==> src/rtl/mem_arbiter_n.sv <==
// mem_arbiter_n: round-robin arbiter of NREQ requestors onto NPORT memory ports.
// Each port runs an IDLE/BUSY FSM; a requestor holds at most one transaction.

package mem_arbiter_n_pkg;
    localparam int WORD_SIZE  = 16;
    localparam int QWORD_SIZE = 64;
endpackage

module mem_arbiter_n
    import mem_arbiter_n_pkg::*;
#(
    parameter int NREQ = 2,
    parameter int NPORT = 2,
    parameter logic [NPORT-1:0] WRITE_MASK = 2'b10
) (
    input  logic                        clk,
    input  logic                        reset,
    input  logic [NREQ-1:0]             req_valid,
    input  logic [NREQ-1:0]             req_write,
    input  logic [NREQ-1:0]             req_qword,
    input  logic [NREQ*WORD_SIZE-1:0]   req_addr,
    input  logic [NREQ*QWORD_SIZE-1:0]  req_wdata,
    output logic [NREQ-1:0]             req_accept,
    output logic [NREQ-1:0]             req_done,
    output logic [NREQ*QWORD_SIZE-1:0]  req_rdata,
    input  logic [NPORT-1:0]            mem_ready,
    input  logic [NPORT-1:0]            mem_ack,
    input  logic [NPORT*QWORD_SIZE-1:0] mem_rdata,
    output logic [NPORT-1:0]            mem_read,
    output logic [NPORT-1:0]            mem_write,
    output logic [NPORT-1:0]            mem_write_q,
    output logic [NPORT*WORD_SIZE-1:0]  mem_addr,
    output logic [NPORT*QWORD_SIZE-1:0] mem_wdata
);

    localparam int OW = (NREQ > 1) ? $clog2(NREQ) : 1;

    typedef enum logic {
        IDLE = 1'b0,
        BUSY = 1'b1
    } state_t;

    state_t          state_q [NPORT];
    state_t          state_d [NPORT];
    logic [OW-1:0]   owner_q [NPORT];
    logic [OW-1:0]   grant_req [NPORT];
    logic [NPORT-1:0] grant_vld;
    logic [NREQ-1:0] busy_req;
    logic [OW-1:0]   rr_q;
    logic [OW-1:0]   rr_d;
    logic            scan_found;
    int              scan_idx;
    logic [OW-1:0]   scan_sel;

    // A requestor is outstanding while any BUSY port names it as owner.
    always_comb begin
        busy_req = '0;
        for (int p = 0; p < NPORT; p++) begin
            for (int r = 0; r < NREQ; r++) begin
                if (state_q[p] == BUSY && owner_q[p] == OW'(r)) begin
                    busy_req[r] = 1'b1;
                end
            end
        end
    end

    always_comb begin
        grant_vld  = '0;
        req_accept = '0;
        rr_d       = rr_q;
        scan_found = 1'b0;
        scan_idx   = 0;
        scan_sel   = '0;
        for (int p = 0; p < NPORT; p++) begin
            grant_req[p] = '0;
        end
        for (int p = 0; p < NPORT; p++) begin
            scan_found = 1'b0;
            if (!reset && state_q[p] == IDLE && mem_ready[p]) begin
                for (int k = 0; k < NREQ; k++) begin
                    scan_idx = int'(rr_q) + k;
                    if (scan_idx >= NREQ) begin
                        scan_idx = scan_idx - NREQ;
                    end
                    scan_sel = OW'(scan_idx);
                    if (!scan_found && req_valid[scan_sel]
                        && !busy_req[scan_sel] && !req_accept[scan_sel]
                        && (!req_write[scan_sel] || WRITE_MASK[p])) begin
                        scan_found          = 1'b1;
                        grant_vld[p]        = 1'b1;
                        grant_req[p]        = scan_sel;
                        req_accept[scan_sel] = 1'b1;
                        rr_d = (scan_idx + 1 >= NREQ) ? '0 : OW'(scan_idx + 1);
                    end
                end
            end
        end
    end

    always_comb begin
        for (int p = 0; p < NPORT; p++) begin
            state_d[p] = state_q[p];
            unique case (state_q[p])
                IDLE: if (grant_vld[p]) state_d[p] = BUSY;
                BUSY: if (mem_ack[p]) state_d[p] = IDLE;
            endcase
        end
    end

    always_ff @(posedge clk) begin
        if (reset) begin
            for (int p = 0; p < NPORT; p++) begin
                state_q[p] <= IDLE;
                owner_q[p] <= '0;
            end
            rr_q        <= '0;
            mem_read    <= '0;
            mem_write   <= '0;
            mem_write_q <= '0;
            mem_addr    <= '0;
            mem_wdata   <= '0;
            req_done    <= '0;
            req_rdata   <= '0;
        end else begin
            rr_q     <= rr_d;
            req_done <= '0;
            for (int p = 0; p < NPORT; p++) begin
                state_q[p] <= state_d[p];
                if (grant_vld[p]) begin
                    owner_q[p] <= grant_req[p];
                    mem_addr[p*WORD_SIZE +: WORD_SIZE] <=
                        req_addr[grant_req[p]*WORD_SIZE +: WORD_SIZE];
                    mem_wdata[p*QWORD_SIZE +: QWORD_SIZE] <=
                        req_wdata[grant_req[p]*QWORD_SIZE +: QWORD_SIZE];
                    mem_read[p]    <= !req_write[grant_req[p]];
                    mem_write[p]   <= req_write[grant_req[p]]
                                      && !req_qword[grant_req[p]];
                    mem_write_q[p] <= req_write[grant_req[p]]
                                      && req_qword[grant_req[p]];
                end else if (state_q[p] == BUSY && mem_ack[p]) begin
                    mem_read[p]          <= 1'b0;
                    mem_write[p]         <= 1'b0;
                    mem_write_q[p]       <= 1'b0;
                    req_done[owner_q[p]] <= 1'b1;
                    // Only reads update the owner's read-data register.
                    if (mem_read[p]) begin
                        req_rdata[owner_q[p]*QWORD_SIZE +: QWORD_SIZE] <=
                            mem_rdata[p*QWORD_SIZE +: QWORD_SIZE];
                    end
                end
            end
        end
    end

endmodule

==> config.mk <==
export PLATFORM = sky130hd
export DESIGN_NAME = mem_arbiter_n
export DESIGN_NICKNAME = d
export VERILOG_FILES = /design/src/rtl/mem_arbiter_n.sv
export SDC_FILE = /design/constraint.sdc
export NUM_CORES = 1
export LEC_CHECK = 0
export BUFFER_PORTS_ARGS = -buffer_cell sky130_fd_sc_hd__buf_2
export CORE_AREA = 2 2 230 232
export CTS_CLUSTER_DIAMETER = 30
export DETAILED_ROUTE_END_ITERATION = 12
export DIE_AREA = 0 0 232 234
export HOLD_SLACK_MARGIN = 0.06
export PLACE_DENSITY = 0.52
export SLEW_MARGIN = 20
export SYNTH_ARGS = -nofsm -noshare
export SYNTH_HDL_FRONTEND = slang
export SYNTH_SLANG_ARGS = --single-unit
==> constraint.sdc <==
create_clock -name clk -period 3.55 [get_ports clk]
set_clock_uncertainty 0.05 [all_clocks]
set_input_delay 0.71 -clock clk [delete_from_list [all_inputs] [get_ports clk]]
set_output_delay 0.71 -clock clk [all_outputs]
set_load 0.02 [all_outputs]
==> results of run 1 <==
-- layout make-up --
| cell class | instances | area (µm²) | area share |
|---|---|---|---|
| Tap cell | 688 | 861 | 0.0416 |
| Clock inverter | 33 | 579 | 0.0280 |
| Antenna cell | 14 | 35.0 | 0.00169 |
| Multi-Input combinational cell | 1042 | 7120 | 0.344 |
| Sequential cell | 301 | 6050 | 0.292 |
| Inverter | 5 | 21.3 | 0.00103 |
| Timing Repair Buffer | 647 | 3530 | 0.171 |
| Clock buffer | 123 | 2500 | 0.121 |
-- stage by stage --
step	util	instance area [µm²]	cells	setup slack [ns]	TNS [ns]
after floorplan	-	13800	1489	0.0613	0
after global placement	0.334	17400	2675	0.108	0
after detailed placement	0.334	17400	2675	0.102	0
after CTS	0.396	20600	2837	-0.0427	-0.0427
after global routing	0.398	20700	2848	-0.147	-0.243
final	0.398	20700	2853	-0.00545	-0.00545
-- registers in the layout, indices dropped and copies added (netlist names), named ones only --
signal	cells
state_q	2
mem_read	2
mem_write_q	2
mem_wdata	128
mem_write	2
owner_q	2
req_rdata	128
mem_addr	32
req_done	2
-- routing by layer --
| layer | share of wire | vias to the layer above | global-route usage |
|---|---|---|---|
| li1 | - | 6622 | - |
| met1 | 0.39 | 6576 | 0.208 |
| met2 | 0.48 | 555 | 0.309 |
| met3 | 0.094 | 112 | 0.0719 |
| met4 | 0.038 | 2 | 0.101 |
| met5 | 0.00020 | - | 0 |
-- layout by cell type, fill, tap and decap left out, types with 3 or more instances in the layout --
master      count
nor3_1          5
a211oi_1       65
clkinvlp_4      3
nor2_4          4
a311oi_1       65
diode_2        14
buf_2         594
nand2_1       158
clkbuf_1       17
a21oi_1         7
dfxtp_1       298
bufinv_16      12
buf_12         12
clkinv_2       11
mux2i_1       305
clkbuf_16      87
inv_1           4
buf_6           3
nor2_1        140
nand3_1       150
buf_4          38
clkbuf_8       19
o21ai_1        80
a21o_1          3
o21ai_0         5
-- worst reg2reg max path: cells and delay by family (launching register included) --
kind | cells | cell delay, ns
flip-flops | 1 | 0.39
adder cells (fa/ha/maj) | 1 | 0.22
AO/OA/AOI/OAI | 5 | 0.88
AND/OR/NAND/NOR | 5 | 0.75
buffers and inverters | 5 | 0.95
-- power breakdown --
| part | internal, mW | total [mW] | switching [mW] |
|---|---|---|---|
| clock network | 5.74 | 8.05 | 2.31 |
| logic | 0.529 | 1.37 | 0.842 |
| registers | 3.59 | 3.69 | 0.0995 |
| total | 9.85 | 13.1 | 3.26 |
-- worst max path at each step --
stage	slack [ns]	endpoint	cells past startpoint
after floorplan	0.06	req_accept[0]	11
after global placement	0.11	req_accept[0]	13
after detailed placement	0.10	req_accept[0]	13
after CTS	-0.04	req_accept[0]	12
after global routing	-0.15	req_accept[0]	13
final	-0.005	req_accept[0]	12
-- cells by family (layout without fill, tap and decap cells) --
kind of cell,after synthesis,in the layout
DFF,301,301
other,0,14
muxes,307,307
AOI/OAI and AO/OA,253,253
and+or+nand+nor,480,480
adders and majority gates,2,2
buffers and inverters,146,808
-- repair_timing --
action | 4_1_cts | 5_1_grt
hold endpoints to repair | 0 | 0
setup buffers | 6 | 2
gates resized for setup | 20 | 8
pin swaps | 13 | 5
endpoints found under the setup margin | 2 | 2
==> qor.yml, run 1 <==
start_kind: "flip-flop"
ys_seq_area_frac: 0.439
ys_warn_count: 0
cpPeakStageDelay_ns: 0.39
antenna_found_initial: 16
num_rows: 84
period_needed_ns: 3.56
reg2reg_depth: 16
drtPass1Iterations: 5
worstSetupPathType: "reg2out"
antenna_left: 0
min_path_cells: 2
cts_buffers: 86
filler_cell_count: 5232
syn2layout_area_growth_pct: 50.3
min_to: "state_q[0][0]"
pin_count: 598
grt_use_total: 0.187
cp-startpoint: "owner_q[0][1]"
worstHoldStart: "reset"
synthTopCellsByArea: "dfxtp_1 (43%), mux2i_1 (22%), nand3_1 (5.5%), nand2_1 (4.4%), a311oi_1 (4.1%)"
finalHoldViolCount: 0
violations: "setup timing"
critPathMaxFanout: 3
gr-total-overflow: 0
synth_edf_count: 2
vias: 13867
clockBufferDepth: 3
cp.required_ns: 2.79
p_total_mw: 13.1
clock_insertion_delay_worst_skew_ns: 0.61
cp_cell_sequence: "buf_6, a22o_4, nor2_4, a21oi_2, nor2_2, ha_2, nor3_4, o2111a_2, nor2_4, a2bb2oi_4, o21ai_2, buf_6"
holdBufCountCts: 0
clock-root-buffer: "clkbuf_16"
routed_wl_um: 53900
core_area_um2: 52000
slew_headroom: 0.271
synth_area_um2: 13800
syn_area_per_cell_um2: 9.25
fin_crit_sh: 1.00
synth_top_family_by_area: "multiplexers"
synth_mux_area_frac: 0.223
power.density_nw_per_um2: 633
outcome: "finished, violations left"
rsz0062_at_grt: "yes"
synth_nets: 1791
start_util: 0.265
leakage_nw: 11.0
fin_nets: 2385
synthAdderAreaFrac: 0.00182
clock_sink_count: 301
dp_hpwl_um: 37200
end_kind: "primary output"
irDropWorstVdd_mv: 0.307
r2r-start: "owner_q[0][1]"
grt_pass1_wl_um: 78800
avgViaCountPerCell: 4.86
critPathBufInv: 2
max_freq_mhz: 281
synth.most_common_cell: "mux2i_1"
worst-endpoint-arrival_ns: 2.80
die_x_um: 232
gp_routability_congestion: 0.843
cts_tree: "built"
cp_top_family: "compound AO/OA/AOI/OAI gates"
drv_slew: 0
synthCells: 1489
yosys.area_share.simple: 0.150
synth_compound_gate_area_share: 0.130
ys_ff_latch: 301
drive_above_1_share: 0.380
synthXorXnorAreaFrac: 0
ys.flop_type: "dfxtp_1"
wire_per_inst_um: 18.9
worstHoldPathType: "in2reg"
die_area_um2: 54300
dieHeight_um: 234
drtIter0Drc: 556
synth.distinct_cells: 51
grt_max_degree: 161
yosysTopAreaCellShare: 0.435
slowest_stage: "edfxtp_1"
post-route-drc-count: 0
yosysTopAreaCell: "dfxtp_1"
port_buffers: 597
synth_common_cells: "mux2i_1 (305), dfxtp_1 (299), nand2_1 (160)"
holdWs_ns: 0.251
worstReg2RegEnd: "mem_wdata[53]"
worst_slack_ns: -0.00545
grt_pass1_vias: 13703
clk_pin_slew_worst_paths_ns: 0.04
htree_num_levels: 3
reg2reg_slack_ns: 0.25
tightest_slew_ns: 1.09
max_cap_viol_count: 0
setup_viol_count_final: 1
async_flop_share: 0
No activity file was read; power rests on OpenSTA's default activity.
==> run 2: changes to the inputs <==
- HOLD_SLACK_MARGIN: 0.06 -> default
- RECOVER_POWER: default -> 25
==> qor.yml, run 2 (synthesis gave the netlist of run 1 again) <==
outcome: "finished, violations left"
violations: "capacitance limit, slew limit, setup timing"
leakage_nw: 10.4  # -5.5%
die_area_um2: 54300  # unchanged
clock_insertion_delay_worst_skew_ns: 0.61  # about the same
post-route-drc-count: 0  # unchanged
max_freq_mhz: 282  # +0.10%
wire_per_inst_um: 19.0  # +0.48%
grt_use_total: 0.187  # unchanged
fin_nets: 2385  # unchanged
multi_input_area_um2: 7120  # unchanged
port_buffers: 597  # unchanged
stdcell_area_um2: 20500  # -0.95%
p_total_mw: 13.1  # -0.11%
worstSetupPathType: "reg2out"
clock-root-buffer: "clkbuf_16"
dieHeight_um: 234  # unchanged
antenna_left: 0  # unchanged
cts_buffers: 86  # unchanged
holdWs_ns: 0.249  # -0.00127 ns
r2r-start: "owner_q[0][1]"
clk_pin_slew_worst_paths_ns: 0.04  # about the same
drtIter0Drc: 569  # +2.3%
htree_num_levels: 3  # unchanged
rsz0062_at_grt: "yes"
worst_slack_ns: -0.00177  # +0.00368 ns
filler_cell_count: 5311  # +1.5%
routed_wl_um: 54100  # +0.48%
num_rows: 84  # unchanged
grt_max_degree: 161  # unchanged
gr-total-overflow: 0  # unchanged
final_cell_mix: "buf_2 (456), mux2i_1 (305), dfxtp_1 (298)"
crit_top_cell: "nor2_4"
reg2reg_slack_ns: 0.25  # about the same
antenna_found_initial: 16  # unchanged
grt_pass1_vias: 13703  # unchanged
placed_area_um2: 17400  # unchanged
slew_headroom: -0.0295  # -0.300
grt_pass1_wl_um: 78800  # unchanged
finalHoldViolCount: 0  # unchanged
drv_slew: 129  # +129
reg_top3: "mem_wdata: 128 flops, req_rdata: 128 flops, mem_addr: 32 flops"
slowest_stage: "edfxtp_1"
worstReg2RegEnd: "mem_wdata[53]"
critPathMaxFanout: 3  # unchanged
drtPass1Iterations: 5  # unchanged
setup_viol_count_final: 1  # unchanged
syn2layout_area_growth_pct: 48.9
cp.required_ns: 2.79  # about the same
core_area_um2: 52000  # unchanged
holdBufCountCts: 0  # unchanged
worst-endpoint-arrival_ns: 2.79  # about the same
tightest_slew_ns: 1.54  # +0.450 ns
end_kind: "primary output"
irDropWorstVdd_mv: 0.306  # -0.25%
max_cap_viol_count: 1  # +1
clock_sink_count: 301  # unchanged
cp-startpoint: "owner_q[0][1]"
fin_crit_sh: 1.00  # -0.00104
worstHoldPathType: "in2reg"
cp_cell_sequence: "clkbuf_1, a22o_4, nor2_4, a21oi_2, nor2_2, ha_2, nor3_4, o2111a_2, nor2_4, a2bb2oi_4, o21ai_2, buf_6"
clockBufferDepth: 3  # unchanged
drive_above_1_share: 0.315  # -0.0651
cp-endpoint: "req_accept[0]"
avgViaCountPerCell: 4.87  # +0.22%
gp_routability_congestion: 0.843  # unchanged
start_util: 0.265  # unchanged
pin_count: 598  # unchanged
seq_area_um2: 6050  # unchanged
reg2reg_depth: 16  # unchanged
cts_tree: "built"
vias: 13897  # +0.22%
start_kind: "flip-flop"
final_common_cell: "buf_2"
cpPeakStageDelay_ns: 0.37  # -0.02 ns
dp_hpwl_um: 37200  # unchanged
power.density_nw_per_um2: 639  # +0.84%
period_needed_ns: 3.55  # -0.00368 ns
die_x_um: 232  # unchanged
run 2: worst min path at each step:
stage	from	end	slack [ns]	cells after the start
after floorplan	mem_addr[16]	mem_addr[16]	0.49	2
after CTS	reset	state_q[0][0]	0.20	2
after global placement	mem_addr[30]	mem_addr[30]	0.39	2
final	reset	state_q[0][0]	0.25	2
after detailed placement	mem_wdata[56]	mem_wdata[56]	0.40	2
after global routing	reset	state_q[0][0]	0.23	2
run 2: critical path: cells and delay by family (launching register included):
kind	cells	cell delay, ns
fa+ha+maj	1	0.22
flops	1	0.37
buf+inv	2	0.27
compound gates	5	0.86
simple gates	4	0.45
run 2: final cells by class:
class,count,area share
antenna,14,0.00171
clock buffer,123,0.122
clock inverter,33,0.0283
inverter,5,0.00104
multi-input combinational,1042,0.347
sequential,301,0.295
tap,688,0.0420
timing repair buffer,647,0.163
run 2: per-layer routing:
layer,vias up,part of all wire,GRT usage
met2,564,0.48,0.309
met4,2,0.036,0.101
li1,6618,-,-
met5,-,0.00020,0
met1,6607,0.39,0.208
met3,106,0.094,0.0719
run 2: through the flow:
stage                     worst slack [ns]  cells  TNS (ns)   util
after floorplan                     0.0613   1489         0      -
after global placement               0.108   2675         0  0.334
after detailed placement             0.102   2675         0  0.334
after CTS                          -0.0427   2837   -0.0427  0.396
after global routing                -0.147   2848    -0.243  0.394
final                             -0.00177   2853  -0.00177  0.394
run 2: power breakdown:
| part | internal, mW | switching [mW] | leakage (nW) |
|---|---|---|---|
| clock network | 5.74 | 2.32 | 1.50 |
| registers | 3.59 | 0.101 | 2.45 |
| logic | 0.509 | 0.844 | 6.49 |
run 2: timing repair:
action,in CTS,in global routing
pin swaps,13,5
buffers inserted,6,2
resized for setup,20,8
setup endpoints to repair,2,2
